### src/rtl/bus_copy_master.sv
// ============================================================================
// Module   : bus_copy_master
// Purpose  : Bus initiator that copies a block of words from src to dst
//            over a single-port rd/we + ready memory interface.
// Revision : 1.0 - initial release
// ============================================================================
`default_nettype none

module bus_copy_master #(
   parameter int ADDR_WIDTH = 16,
   parameter int DATA_WIDTH = 32,
   parameter int LEN_WIDTH  = 16,
   parameter int TIMEOUT    = 255
) (
   input  logic                  clk,
   input  logic                  rst_n,
   input  logic                  start,
   input  logic [ADDR_WIDTH-1:0] src,
   input  logic [ADDR_WIDTH-1:0] dst,
   input  logic [LEN_WIDTH-1:0]  len,
   output logic                  busy,
   output logic                  done,
   output logic                  err,
   output logic [ADDR_WIDTH-1:0] m_a,
   output logic [DATA_WIDTH-1:0] m_d,
   output logic                  m_we,
   output logic                  m_rd,
   input  logic [DATA_WIDTH-1:0] m_spo,
   input  logic                  m_ready
);

   localparam int c_TW = $clog2(TIMEOUT + 1);

   localparam logic [2:0] c_IDLE    = 3'd0;
   localparam logic [2:0] c_RD_REQ  = 3'd1;
   localparam logic [2:0] c_RD_WAIT = 3'd2;
   localparam logic [2:0] c_WR_REQ  = 3'd3;
   localparam logic [2:0] c_WR_WAIT = 3'd4;
   localparam logic [2:0] c_DONE    = 3'd5;

   logic [2:0]            r_state;
   logic [2:0]            w_next;
   logic [ADDR_WIDTH-1:0] r_src;
   logic [ADDR_WIDTH-1:0] r_dst;
   logic [LEN_WIDTH-1:0]  r_cnt;
   logic [DATA_WIDTH-1:0] r_data;
   logic [c_TW-1:0]       r_tmo;
   logic                  r_err;
   logic                  w_tmo_hit;

   // One more idle wait cycle would bring the counter to TIMEOUT.
   assign w_tmo_hit = (r_tmo == c_TW'(TIMEOUT - 1));

   always_ff @(posedge clk or negedge rst_n) begin
      if (!rst_n) begin
         r_state <= c_IDLE;
      end else begin
         r_state <= w_next;
      end
   end

   always_comb begin
      w_next = r_state;
      case (r_state)
         c_IDLE: begin
            if (start) begin
               w_next = (len == '0) ? c_DONE : c_RD_REQ;
            end
         end
         c_RD_REQ: w_next = c_RD_WAIT;
         c_RD_WAIT: begin
            if (m_ready) begin
               w_next = c_WR_REQ;
            end else if (w_tmo_hit) begin
               w_next = c_DONE;
            end
         end
         c_WR_REQ: w_next = c_WR_WAIT;
         c_WR_WAIT: begin
            if (m_ready) begin
               w_next = (r_cnt == LEN_WIDTH'(1)) ? c_DONE : c_RD_REQ;
            end else if (w_tmo_hit) begin
               w_next = c_DONE;
            end
         end
         c_DONE:  w_next = c_IDLE;
         default: w_next = c_IDLE;
      endcase
   end

   always_comb begin
      busy = (r_state != c_IDLE);
      done = (r_state == c_DONE);
      m_rd = (r_state == c_RD_REQ);
      m_we = (r_state == c_WR_REQ);
      m_a  = '0;
      case (r_state)
         c_RD_REQ, c_RD_WAIT: m_a = r_src;
         c_WR_REQ, c_WR_WAIT: m_a = r_dst;
         default:             m_a = '0;
      endcase
   end

   assign m_d = r_data;
   assign err = r_err;

   always_ff @(posedge clk or negedge rst_n) begin
      if (!rst_n) begin
         r_src  <= '0;
         r_dst  <= '0;
         r_cnt  <= '0;
         r_data <= '0;
         r_tmo  <= '0;
         r_err  <= 1'b0;
      end else begin
         case (r_state)
            c_IDLE: begin
               if (start) begin
                  r_src <= src;
                  r_dst <= dst;
                  r_cnt <= len;
                  r_err <= 1'b0;
               end
            end
            c_RD_REQ, c_WR_REQ: r_tmo <= '0;
            c_RD_WAIT: begin
               if (m_ready) begin
                  r_data <= m_spo;
               end else if (w_tmo_hit) begin
                  r_err <= 1'b1;
               end else begin
                  r_tmo <= r_tmo + c_TW'(1);
               end
            end
            c_WR_WAIT: begin
               if (m_ready) begin
                  r_src <= r_src + ADDR_WIDTH'(1);
                  r_dst <= r_dst + ADDR_WIDTH'(1);
                  r_cnt <= r_cnt - LEN_WIDTH'(1);
               end else if (w_tmo_hit) begin
                  r_err <= 1'b1;
               end else begin
                  r_tmo <= r_tmo + c_TW'(1);
               end
            end
            default: ;
         endcase
      end
   end

endmodule

`default_nettype wire

### config.mk
export PLATFORM = sky130hd
export DESIGN_NAME = bus_copy_master
export DESIGN_NICKNAME = d
export VERILOG_FILES = /design/src/rtl/bus_copy_master.sv
export SDC_FILE = /design/constraint.sdc
export NUM_CORES = 1
export LEC_CHECK = 0
export CAP_MARGIN = 20
export CORE_MARGIN = 3
export CORE_UTILIZATION = 45
export CTS_CLUSTER_SIZE = 30
export DETAILED_ROUTE_END_ITERATION = 6
export PLACE_DENSITY = 0.77
export SYNTH_ARGS = -nofsm -noshare
export SYNTH_HDL_FRONTEND = slang
export SYNTH_SLANG_ARGS = --single-unit
### constraint.sdc
create_clock -name clk -period 2 [get_ports clk]
set_input_delay 0.2 -clock clk [delete_from_list [all_inputs] [get_ports clk]]
set_output_delay 0.2 -clock clk [all_outputs]
set_load 0.05 [all_outputs]
# After elaboration in Yosys (flattened, before gate mapping)
# Index checks and enable logic that the tools add are counted.
# totals
register_bits	92
inputBits	84
out_inout_bits	53
elab_cells	61
# op_classes
add_sub_neg	4
eq_ne	12
mux	24
n_reduce_logical	14
# ops
cell	n
16-bit one-hot mux with 2 select lines	4
16-bit 2-to-1 mux	6
16-bit by 1-bit adder with 16-bit output (second input constant)	2
3-bit 2-to-1 mux	6
16-bit by 1-bit equality test with 1-bit output (second input constant)	1
16-bit logical NOT	1
8-bit 2-to-1 mux	2
8-bit one-hot mux with 2 select lines	1
16-bit by 1-bit subtractor with 16-bit output (second input constant)	1
3-bit one-hot mux with 5 select lines	1
8-bit by 1-bit adder with 8-bit output (second input constant)	1
8-bit equality test (second input constant)	1
2-bit != test (second input constant)	4
2-bit OR reduction	4
3-bit by 2-bit equality test with 1-bit output (second input constant)	2
3-bit equality test (second input constant)	2
3-bit AND reduction	2
2-bit nonzero test	3
4-bit AND reduction	1
3-bit by 1-bit equality test with 1-bit output (second input constant)	1
3-bit logical NOT	1
1-bit 2-to-1 mux	3
3-bit nonzero test	1
2-bit by 1-bit != test with 1-bit output (second input constant)	1
other kinds (2)	2

# Depth between registers and ports, before layout
# Gate-level depths: netlist (run 1).
# depth
ltp_word	4
mapped_depth	8
ltp_nobuf	6

# Worst setup path before layout (run 1)
# Ideal clock, no wire load.
# synth_path
path_kind	register to output
from	reg r_state[0]
to	out m_a[0]
arrival_ns	2.557
t_required_ns	1.800
setup_slack_ns	-0.757
stages_incl_launch_ff	7
path_buffers	2
path_cell_list	dfrtp_1 > clkbuf_1 > inv_1 > nor2_1 > clkbuf_1 > a22oi_1 > o21ai_0
# synth_via
elab_chain_len	3
elab_cells_between_ends	7
classes_between	4 x eq/ne; 1 x mux; 2 x reduce/logical
# synth_lines
element	line_no	source
from (decl)	41	logic [2:0] r_state;
from (signal assigned)	56	r_state <= c_IDLE;
from (signal assigned)	58	r_state <= w_next;
3-bit by 2-bit equality test with 1-bit output, or another cell as far along	97	case (r_state)
2-bit OR reduction	97	
16-bit one-hot mux with 2 select lines (*)	97	
to (decl)	24	output logic [ADDR_WIDTH-1:0] m_a,
# Every way passes the cells marked *; elsewhere a longest branch is shown, timed or not.

# Final worst setup path (run 1)
# layout_path
from	reg r_state[0]
to	out m_a[8]
# Same word-level chain as after synthesis.

==> results of run 1 <==
[per-layer routing]
layer	up-vias	routed length [um]	track usage, %
met1	2767	7239	32.78
met3	47	1828	3.886
met2	381	8528	42.06
li1	2627	-	-
met5	-	0	0
met4	0	534	9.633
[critical path, delay by kind of cell, from the launching register on]
family / cells / cell delay [ns]
flops: 1 / 0.41
buf+inv: 3 / 0.58
compound gates: 1 / 0.10
simple gates: 2 / 0.43
[area by class of cell]
| cell class | count | area, um2 | share of cell area (%) |
|---|---|---|---|
| multi-input cells | 450 | 3259 | 38.97 |
| flip-flops and latches | 92 | 2302 | 27.53 |
| repair buffers | 216 | 2290 | 27.38 |
| clock buffers | 10 | 239.0 | 2.858 |
| well taps | 143 | 178.9 | 2.139 |
| clock inverters | 6 | 56.30 | 0.6732 |
| inverters | 9 | 37.54 | 0.4488 |
[power breakdown]
part           switching, mW  total, mW  internal [mW]  leakage (nW)
combinational           5.76       10.4           4.65          2.12
clock                  0.785       1.69          0.904         0.143
sequential             0.902       3.63           2.73          1.09
[sequential cells by signal, summed over array words and instances (netlist names)]
signal	count
r_cnt	16
r_dst	16
r_tmo	8
r_src	16
err	1
r_state	3
m_d	32
[path summary, 6_finish.rpt]
check | slack [ns] | end
worst max-delay path | -0.07 | m_a[8]
worst min-delay path | 0.37 | m_d[9]
worst max register to register | 0 | r_dst[14]
worst min register to register | 0.51 | m_d[12]
max in group asynchronous | 1.00 | r_tmo[3]
min in group clk | 0.42 | r_dst[1]
[cells by family (layout without fill, tap and decap cells)]
family	count (synthesis)	count (layout)	synth area share (%)
and+or+nand+nor	199	199	19.01
buffers and inverters	59	241	4.424
AOI/OAI and AO/OA	186	186	21.64
muxes	59	59	11.82
DFF	92	92	41.74
adders and majority gates	6	6	1.361
[cells in the mapped netlist (all sizes together), types with 2 or more instances]
master    n
a2111o    3
a211oi    3
a21o      5
a21oi    40
a22oi    21
a2bb2oi  14
a31o      2
a31oi     7
a41oi     2
and2     10
and3     14
and4      3
buf      12
clkbuf   38
dfrtp    92
ha        6
inv       9
mux2     49
mux2i    10
nand2    42
nand2b    4
nand3    21
nand4    19
nor2     41
nor3      9
nor3b     5
nor4      8
nor4bb    2
o211ai    6
o21ai    53
o22a      4
o22ai    13
o2bb2ai   3
o311ai    2
o41ai     2
or2       3
or3       9
or4       2
or4b      3
[repair_timing]
item	4_1_cts	5_1_grt
gates resized for setup	19	25
buffers inserted	10	11
hold buffers	1	0
pin swaps	4	13
endpoints found under the hold margin	35	0
endpoints found under the setup margin	18	25
gates cloned	2	4
[through the flow]
stage	total power [mW]	instances	TNS [ns]	cell area (um2)
final	15.73	926	-0.6164	8363
after floorplan	9.382	601	-0.04240	5644
after global placement	12.98	882	0	7615
after CTS	15.28	911	-0.2617	8100
after global routing	16.48	926	-2.117	8363
after detailed placement	13.22	882	-0.02437	7615
==> impl_results.md, run 1 <==
* Largest net degree at the start of global routing at 39
* Maximum clock frequency at roughly 0.48 GHz
* Die area at between 0.01 and 0.015 mm2
* Root buf cell: clkbuf_16
* Final setup fails at 17
* Crit-path max cell delay at around 0.4 ns
* Slew Limit Headroom at 64.26%
* P_leak at roughly 3.4 nW
* Die height at 116.7 um
* Detailed Route WL at 18.13 mm
* Gr ovfl total at 0
* Fin util at 71.41%
* Max Fanout on Critical Path at 12
* CP required at 1.80 ns
* IO Count at around 140
* Most frequent cells in the layout: clkdlybuf4s50_1 (115), dfrtp_1 (92), buf_4 (64)
* Violated checks: negative setup slack
* Row count at 39
* Hold Fails Final Rpt at 0
* Antenna Cells at 0
* Core area at 0.01171 mm2
* HP Class: input pin to async pin
* Area growth from synthesis to layout at 51.63%
* Register area share after synthesis at a little over two fifths
* Worst Skew at 0.006070 ns
* Global-route wire length before repair at 27.39 mm
* Hold WS at 0.3742 ns
* Pre-CTS setup slack at -0.02087 ns
* Worst R2R Path Depth at 8
* Cell variety after synth at 55
* Routed vias at between 5,000 and 6,000
* Max-cap violations at 0
* Critical Path Slowest Stage Cell: dfrtp_1
* Top FF cell, synth: dfrtp_1
* Number of synthesized flops with an enable pin at 0
* Syn avg cell area at 9.177 um2
* Total CTS buffers at 9
* Fraction of layout cells with a size suffix above 1 at 28.10%
* Initial antenna violation count at 0
* Period utilization at 103.4%
* Setup CP Type: flip-flop to primary output
* Fin nets at 868
* Synth Instances at between 600 and 700
* Dpl hpwl at 12.39 mm
* Clk slew on worst S/H paths at 0.06 ns
* Ys async rst share at 100.0%
* Setup crit start: r_state[0]
* Top cells by area, synth: dfrtp_1 (42%), mux2_2 (10%), o21ai_0 (4.8%)
* Setup ws final at -0.06827 ns
* Run status: finished with violations
* Data arrival, critical path at 1.87 ns
* Synthesized area at 0.005515 mm2
* CP Capture Type: primary output
* #FFs+latches synth at 92
* Die X at 116.7 um
* Filler instances at 840
* DRT antenna net count at 0
* Most common cell after layout, fill and taps aside: clkdlybuf4s50_1
* Effective utilization at floorplan at between 40% and 50%
* Clk Latency, worst-skew pair at 0.35 ns
* Post-layout min period at 2.068 ns
* CP cell instances: buf_4, nor3b_4, buf_6, nand2_1, o21ai_4, buf_12
* DR iter-0 viols at 509
* Leading area contributor after synthesis: dfrtp_1
* Startpoint of the worst register-to-register path: r_state[0]
* Vias in the first global route at about 5,600
* Final Slew Violations at 0
* Worst slew pin tran at 0.5342 ns
* Power Density at approximately 1900 mW/mm2
* # DRC at 0
* Routability cong. at 0.9030
* Port bufs at 136
* CTS Sinks at between 90 and 100
* CTS Buffer Depth at 2
* Tot GR Track Use at 25.11%
* Wire length per cell at 19.58 um
* Via/cell ratio at between 6 and 7
* Drt first pass iters at 5
* Mapped Nets at between 600 and 700
* Worst vdd ir at 1760 uV
* Startpoint types: flip-flop
* Setup repair after global routing missed its margin: true
* YS warnings at 0
* H-tree Lvls at 3
* CTS tree: done
* Yosys top cell area share at 41.74%
No activity file was read; power rests on OpenSTA's default activity.
==> inputs of run 2 (changes only) <==
- SLEW_MARGIN: default -> 20
==> results of run 2 <==
No change in the layout: final DEF, timing and power equal those of run 1.
==> inputs of run 3 (changes only) <==
- CAP_MARGIN: 20 -> 10
==> results of run 3 <==
No change in the layout: final DEF, timing and power equal those of run 1.
